--- src/rtl/bus_load_regs.sv ---
// bus_load_regs: destination side of the shared datapath bus.
// Captures BusMuxOut into every register whose load strobe is high
// (R0-R15, HI, LO, Y, IR, MAR, MDR, PC) and presents each value as a flat output.
// MDR can load from memory, and PC can increment-on-load.
// A registered strobe count and a sticky multi-load error flag are kept for diagnostics.
// Optional build macro R0_BA_GATE_EN adds input BAout.
// While BAout is high, R0_q reads as zero; the stored R0 value is untouched.

// Single loadable register with asynchronous clear to a fixed value.
module loadReg #(
    parameter int               WIDTH     = 32,
    parameter logic [WIDTH-1:0] RESET_VAL = '0
) (
    input  logic             clock,
    input  logic             clear,
    input  logic             load,
    input  logic [WIDTH-1:0] d,
    output logic [WIDTH-1:0] q
);
    // Capture d on a strobed edge, otherwise hold
    always_ff @(posedge clock or posedge clear) begin
        if (clear)     q <= RESET_VAL;
        else if (load) q <= d;
    end
endmodule

module bus_load_regs #(
    parameter int                WIDTH     = 32,
    parameter logic [WIDTH-1:0]  PC_RESET  = '0,
    parameter int                MAX_LOADS = 1
) (
    input  logic             clock,
    input  logic             clear,
    input  logic [WIDTH-1:0] BusMuxOut,
    input  logic [WIDTH-1:0] Mdatain,
    input  logic             Read,
    input  logic [15:0]      Rin,
    input  logic             HIin,
    input  logic             LOin,
    input  logic             Yin,
    input  logic             IRin,
    input  logic             MARin,
    input  logic             MDRin,
    input  logic             PCin,
    input  logic             IncPC,
`ifdef R0_BA_GATE_EN
    input  logic             BAout,
`endif
    output logic [WIDTH-1:0] R0_q,
    output logic [WIDTH-1:0] R1_q,
    output logic [WIDTH-1:0] R2_q,
    output logic [WIDTH-1:0] R3_q,
    output logic [WIDTH-1:0] R4_q,
    output logic [WIDTH-1:0] R5_q,
    output logic [WIDTH-1:0] R6_q,
    output logic [WIDTH-1:0] R7_q,
    output logic [WIDTH-1:0] R8_q,
    output logic [WIDTH-1:0] R9_q,
    output logic [WIDTH-1:0] R10_q,
    output logic [WIDTH-1:0] R11_q,
    output logic [WIDTH-1:0] R12_q,
    output logic [WIDTH-1:0] R13_q,
    output logic [WIDTH-1:0] R14_q,
    output logic [WIDTH-1:0] R15_q,
    output logic [WIDTH-1:0] HI_q,
    output logic [WIDTH-1:0] LO_q,
    output logic [WIDTH-1:0] Y_q,
    output logic [WIDTH-1:0] IR_q,
    output logic [WIDTH-1:0] MAR_q,
    output logic [WIDTH-1:0] MDR_q,
    output logic [WIDTH-1:0] PC_q,
    output logic [4:0]       load_count,
    output logic             load_err
);
    localparam int NUM_GPR  = 16;
    localparam int NUM_SPC  = 5;
    localparam int NUM_STRB = NUM_GPR + NUM_SPC + 2;

    logic [NUM_GPR-1:0][WIDTH-1:0] gprQ;
    logic [NUM_SPC-1:0][WIDTH-1:0] spcQ;
    logic [NUM_SPC-1:0]            spcLoad;
    logic [NUM_STRB-1:0]           strobes;
    logic [WIDTH-1:0]              mdrD;
    logic [WIDTH-1:0]              pcD;
    logic [4:0]                    loadSum;

    // Plain bus-loaded registers: HI, LO, Y, IR, MAR (index order)
    assign spcLoad = {MARin, IRin, Yin, LOin, HIin};
    assign strobes = {PCin, MDRin, spcLoad, Rin};

    genvar g;
    generate
        for (g = 0; g < NUM_GPR; g++) begin : genGpr
            loadReg #(.WIDTH(WIDTH)) uReg (
                .clock(clock), .clear(clear), .load(Rin[g]), .d(BusMuxOut), .q(gprQ[g])
            );
        end
        for (g = 0; g < NUM_SPC; g++) begin : genSpc
            loadReg #(.WIDTH(WIDTH)) uReg (
                .clock(clock), .clear(clear), .load(spcLoad[g]), .d(BusMuxOut), .q(spcQ[g])
            );
        end
    endgenerate

    // MDR source: memory when Read, otherwise the bus
    assign mdrD = Read ? Mdatain : BusMuxOut;
    loadReg #(.WIDTH(WIDTH)) uMdr (
        .clock(clock), .clear(clear), .load(MDRin), .d(mdrD), .q(MDR_q)
    );

    // PC increment wraps naturally at 2^WIDTH
    assign pcD = IncPC ? (PC_q + {{(WIDTH-1){1'b0}}, 1'b1}) : BusMuxOut;
    loadReg #(.WIDTH(WIDTH), .RESET_VAL(PC_RESET)) uPc (
        .clock(clock), .clear(clear), .load(PCin), .d(pcD), .q(PC_q)
    );

    // Popcount of this cycle's load strobes (IncPC and Read are qualifiers, not loads)
    always_comb begin
        loadSum = '0;
        for (int i = 0; i < NUM_STRB; i++) loadSum = loadSum + {4'b0, strobes[i]};
    end

    // Registered strobe count and sticky over-limit flag; loads proceed regardless
    always_ff @(posedge clock or posedge clear) begin
        if (clear) begin
            load_count <= '0;
            load_err   <= 1'b0;
        end else begin
            load_count <= loadSum;
            if (int'(loadSum) > MAX_LOADS) load_err <= 1'b1;
        end
    end

`ifdef R0_BA_GATE_EN
    assign R0_q = BAout ? '0 : gprQ[0];
`else
    assign R0_q = gprQ[0];
`endif
    assign R1_q  = gprQ[1];
    assign R2_q  = gprQ[2];
    assign R3_q  = gprQ[3];
    assign R4_q  = gprQ[4];
    assign R5_q  = gprQ[5];
    assign R6_q  = gprQ[6];
    assign R7_q  = gprQ[7];
    assign R8_q  = gprQ[8];
    assign R9_q  = gprQ[9];
    assign R10_q = gprQ[10];
    assign R11_q = gprQ[11];
    assign R12_q = gprQ[12];
    assign R13_q = gprQ[13];
    assign R14_q = gprQ[14];
    assign R15_q = gprQ[15];
    assign HI_q  = spcQ[0];
    assign LO_q  = spcQ[1];
    assign Y_q   = spcQ[2];
    assign IR_q  = spcQ[3];
    assign MAR_q = spcQ[4];
endmodule
--- config.mk ---
export PLATFORM = sky130hd
export DESIGN_NAME = bus_load_regs
export DESIGN_NICKNAME = d
export VERILOG_FILES = /design/src/rtl/bus_load_regs.sv
export SDC_FILE = /design/constraint.sdc
export NUM_CORES = 1
export LEC_CHECK = 0
export ABC_AREA = 1
export CAP_MARGIN = 0
export CORE_AREA = 5 5 323 325
export DETAILED_ROUTE_END_ITERATION = 16
export DIE_AREA = 0 0 328 330
export PLACE_DENSITY_LB_ADDON = 0.08
export SLEW_MARGIN = 20
export SYNTH_ARGS = -nofsm -noshare
export SYNTH_HDL_FRONTEND = slang
export SYNTH_SLANG_ARGS = --single-unit
--- constraint.sdc ---
create_clock -name clock -period 54 [get_ports clock]
set_input_delay 10.8 -clock clock [delete_from_list [all_inputs] [get_ports clock]]
set_output_delay 10.8 -clock clock [all_outputs]
set_load 0.005 [all_outputs]
Word-level counts from Yosys, hierarchy flattened
Index checks and enable logic that the tools add are counted.

word-level totals
  logic and storage cells = 51
  bits of input ports = 91
  register bits after elaboration = 742
  output and inout bits = 742

operators by class
  add/subtract/negate cells = 23
  $lt $le $gt $ge = 1
  mux-type cells = 2

operator list
  cell                                                count
  adder 5 x 1 -> 5 bit                                18
  two-way mux 32 bit                                  2
  adder 32 x 1 -> 32 bit, second input constant       1
  adder 4 x 1 -> 5 bit                                1
  > comparator 5 x 1 -> 1 bit, second input constant  1
  adder 3 x 1 -> 4 bit                                1
  adder 2 x 1 -> 3 bit                                1
  adder 1 x 1 -> 2 bit                                1

Longest topological paths before layout
  word-level depth = 23
  gate-level depth with buffers = 16

Modules after synthesis
A second synthesis with hierarchy kept.

second synthesis, totals
  cells, all modules = 3562
  area total of the unflattened synthesis = 32223.4 µm²

modules (own cells, without submodules)
  module         seq. area each (µm²)  instances  area each (µm²)  cells an instance
  loadReg        800.8                 23         1296.2           137
  bus_load_regs  150.1                 1          2409.8           411

Worst setup path before layout
OpenSTA, ideal clock, no wires.

  path type = in2reg
  start point = input port Rin[1]
  end point = register load_err
  library setup time = 127 ps
  arrival = 14933 ps
  required time = 53873 ps
  stages on the path = 13
  setup slack = 38940 ps
  buffers on the path = 2
  cells stage by stage = inv_1 clkbuf_1 clkbuf_1 fa_1 fa_1 fa_1 fa_1 fa_1 fa_1 fa_1 xnor2_1 nor3_1 nand3b_1

on the way
  word-level cells in the longest chain between the ends = 23

ends and longest elaborated chain
  element                              line  RTL
  from (decl)                          37    input logic [15:0] Rin,
  adder 1 x 1 -> 2 bit                 120   for (int i = 0; i < NUM_STRB; i++) loadSum = loadSum + {4'b0, strobes[i]};
  adder 2 x 1 -> 3 bit                 120
  adder 3 x 1 -> 4 bit                 120
  adder 4 x 1 -> 5 bit                 120
  adder 5 x 1 -> 5 bit (18 in series)  120
  via loadSum[2]                       85    logic [4:0] loadSum;
  > comparator 5 x 1 -> 1 bit          130   if (int'(loadSum) > MAX_LOADS) load_err <= 1'b1;
  to (decl)                            73    output logic load_err

The timed path passes the listed nets, and every way through them passes these cells.
A chain may end at the register's enable or synchronous reset.

Worst setup path in the final report
  start point = input port Rin[3]
  end point = register load_err

on the way
  word-level cells in the longest chain between the ends = 21

ends and longest elaborated chain
  element                              line
  adder 3 x 1 -> 4 bit                 120
  adder 4 x 1 -> 5 bit                 120
  adder 5 x 1 -> 5 bit (18 in series)  120
  via loadSum[2]                       85
  > comparator 5 x 1 -> 1 bit          130

The timed path passes the listed nets, and every way through them passes these cells.

==> results.cfg <==
[outcome]
status = complete, no violations

[clock_network]
cts_root_buf = clkbuf_16
clk_latency_ns = 0.65
clk_pin_slew_ns = 0.06
cts_tree = yes
htree_levels = 3
postCtsSetupBuffers = 0
clkSinkCount = 742
cts.repair.resized = 0
cts_hold_buf = 0
clockBufferDepth = 3
cts_buffers = 88

[placement]
portBuffers = 832
place_inst = 4911
dp_slack_ns = 38.10
place_congestion = 0.812
hpwlAfterDp_um = 92400

[timing]
finalMaxSlewViolations = 0
hold_viol_final = 0
finalCritPeriodShare_pct = 28.2
rsz0062_at_grt = no
relSlewSlack_pct = 28.8
worstMarginPinSlew_ns = 1.06
fin_skew_ns = 0.0183
finalSetupViolCount = 0
fmax_mhz = 65.7
fin_crit_ns = 15.22
worst_slack_ns = 38.78
setup_tns_ns = 0

[logic_synthesis]
syn_nets = 3003
synthCells = 2889
synth.avg_cell_area_um2 = 9.78
synthDistinctLibCells = 27
synth_seq_cells = 742
synth_warnings = 0
yosys_most_used_dff = dfrtp_1
async_flop_share_pct = 100
synth_edf_count = 0
ys_seq_area_share_pct = 65.7
syn_area_mm2 = 0.0283

[grt]
gr-max-usage-layer = met2
grtUsageTotal_pct = 23.9
grt.overflow.total = 0
met3_usage_pct = 7.75
grtUsageMet2_pct = 39.7
grt_max_degree = 159
grt.met1_usage_pct = 29.8
grt_pass1_wl_um = 184000
antenna_found_initial = 10
grt_pass1_vias = 22500

[floorplan]
rows = 117
die_x_um = 328
die_h_um = 330
die_area_mm2 = 0.108
start_util_pct = 27.9
fp.coreArea_mm2 = 0.101
pin_count = 833

[critical_path]
critPathArrivalTime_ns = 15.75
cp-endpoint = load_err
cpMaxStageDelayCell = fa_1
crit_start = Rin[3]
path_max_fanout = 65
reg2reg_setup_slack_ns = 52.30
worstRegToRegCells = 10
crit_required_ns = 54.53
r2r-start = uPc.q[0]
worst-setup-path-type = primary input to register
rr_endpoint = uPc.q[18]
crit_path_end_kind = register
crit_top_cell = fa_1
max_stage_delay_ns = 0.57
crit_chain = clkdlybuf4s50_1, inv_2, buf_4, fa_1, fa_1, fa_1, fa_1, fa_1, fa_1, fa_1, xnor2_1, nor3_1, nand3b_1
start_kind = primary input

[route]
wire_per_inst_um = 26.4
detail-route-antenna-nets = 0
dr.first_iter.drc_count = 1939
vias = 23200
routed_via_density = 4.57
firstDrtPassIters = 6
route.detailed.drc = 0
wl_um = 134000

[power]
seqPwrFrac_pct = 42.1
clkPwrFrac_pct = 39.7
ir_worst_vdd_mv = 0.0257
power_leakage_nw = 17.3
powerDensity_mw_per_mm2 = 37.7
p_sw_mw = 0.434
comb_power_share_pct = 18.2
p_int_mw = 1.10
switching_share_pct = 28.3

[cells_and_area]
layout.cells.non_filler = 5075
fin_nets = 3747
syn_to_final_growth_pct = 44.4
drive_above_1_share_pct = 6.61
finalCoreUtilization_pct = 40.3

[job]
drv_cap = 0

[hold_path]
hold_path_class = register to register
[final cells by class]
| type | instances | area, µm² |
|---|---|---|
| diodes | 3 | 7.51 |
| fillers | 10100 | 60400 |
| repair buffers | 892 | 8770 |
| well taps | 1368 | 1710 |
| inverters | 89 | 342 |
| flip-flops and latches | 742 | 18600 |
| multi-input cells | 1820 | 8430 |
| clock buffers | 127 | 2570 |
| clock inverters | 34 | 387 |
[flip-flops by register name (all words and copies together), names as in the netlist]
name / flops
genSpc.uReg.q: 160
uMdr.q: 32
load_count: 5
uPc.q: 32
load_err: 1
genGpr.uReg.q: 512
[worst max-delay path: cells and delay by family]
family,cells,cell delay (ns)
adder cells (fa/ha/maj),7,3.43
XOR/XNOR,1,0.16
AND/OR/NAND/NOR,2,0.28
buffers and inverters,3,1.04
[placed cells by master, fill, tap and decap left out, types with 2 or more instances in the layout]
master and n:
a21oi_1 353, buf_12 3, buf_2 9, buf_4 58, bufinv_16 6, clkbuf_1 18
clkbuf_16 89, clkbuf_8 20, clkdlybuf4s50_1 821, clkinv_1 4, clkinv_2 20, clkinvlp_4 3
dfrtp_1 742, diode_2 3, fa_1 16, ha_1 7, inv_1 71, inv_2 13
inv_6 2, nand2_1 579, nand2_2 3, nand2_4 2, nand3_1 26, nand3b_1 8
nor2_1 363, nor2_2 4, nor2_4 5, o211ai_1 3, o21a_1 32, o21ai_0 407
o21bai_1 2, xnor2_1 3, xor2_1 2
[stage by stage]
step                total power, mW  hold WS, ns  instance area [µm²]
floorplan                     0.749        0.476                28300
global placement              0.941        0.465                37800
detailed placement            0.940        0.472                37800
CTS                            1.56        0.486                40800
global route                   1.61        0.501                40800
finish                         1.54        0.479                40800
[worst min path at each step]
stage,startpoint,to,slack [ns],depth (start not counted)
4_1_cts,genGpr[4].uReg.q[13],genGpr[4].uReg.q[13],0.49,2
6_report,genGpr[4].uReg.q[13],genGpr[4].uReg.q[13],0.48,2
2_1_floorplan,genGpr[0].uReg.q[0],genGpr[0].uReg.q[0],0.48,2
3_5_place_dp,genGpr[4].uReg.q[13],genGpr[4].uReg.q[13],0.47,2
5_1_grt,genGpr[5].uReg.q[8],genGpr[5].uReg.q[8],0.50,2
3_3_place_gp,genGpr[7].uReg.q[4],genGpr[7].uReg.q[4],0.47,2
[cell usage after synthesis (all sizes together) (2+ instances only)]
| master | instances | area [µm²] |
|---|---|---|
| ha | 7 | 87.6 |
| o21a | 32 | 240 |
| o211ai | 3 | 22.5 |
| buf | 63 | 264 |
| dfrtp | 742 | 18600 |
| xnor2 | 3 | 26.3 |
| clkbuf | 175 | 657 |
| fa | 16 | 320 |
| o21bai | 2 | 15.0 |
| nand3 | 27 | 140 |
| o21ai | 407 | 2040 |
| nand3b | 8 | 60.1 |
| a21oi | 354 | 1780 |
| nand2 | 584 | 2210 |
| inv | 89 | 334 |
| xor2 | 2 | 17.5 |
| nor2 | 373 | 1460 |
[power groups by stage]
stage	registers (mW)	logic [mW]	clock network, mW
finish	0.647	0.279	0.610
global route	0.653	0.305	0.648
CTS	0.647	0.286	0.627
detailed placement	0.655	0.285	0
global placement	0.656	0.285	0
floorplan	0.653	0.0961	0
[per-layer routing]
metal  vias up  part of all wire, %  wire, µm
met1     11300                   40     54000
li1      10900                    -         -
met2       832                   48     64200
met4         2                  3.1      4160
met5         -               0.0052         7
met3       148                  8.6     11500
[cells by family (layout without fill, tap and decap cells)]
group                    Yosys count  count (layout)  synth area share [%]
other                              0               3                     0
flip-flops                       742             742                  65.7
AND/OR/NAND/NOR                  993             993                  13.7
AO/OA/AOI/OAI                    799             799                  14.5
adder cells (fa/ha/maj)           23              23                  1.44
XOR/XNOR                           5               5                 0.155
buffers and inverters            327            1142                  4.44
No activity file was read; power rests on OpenSTA's default activity.
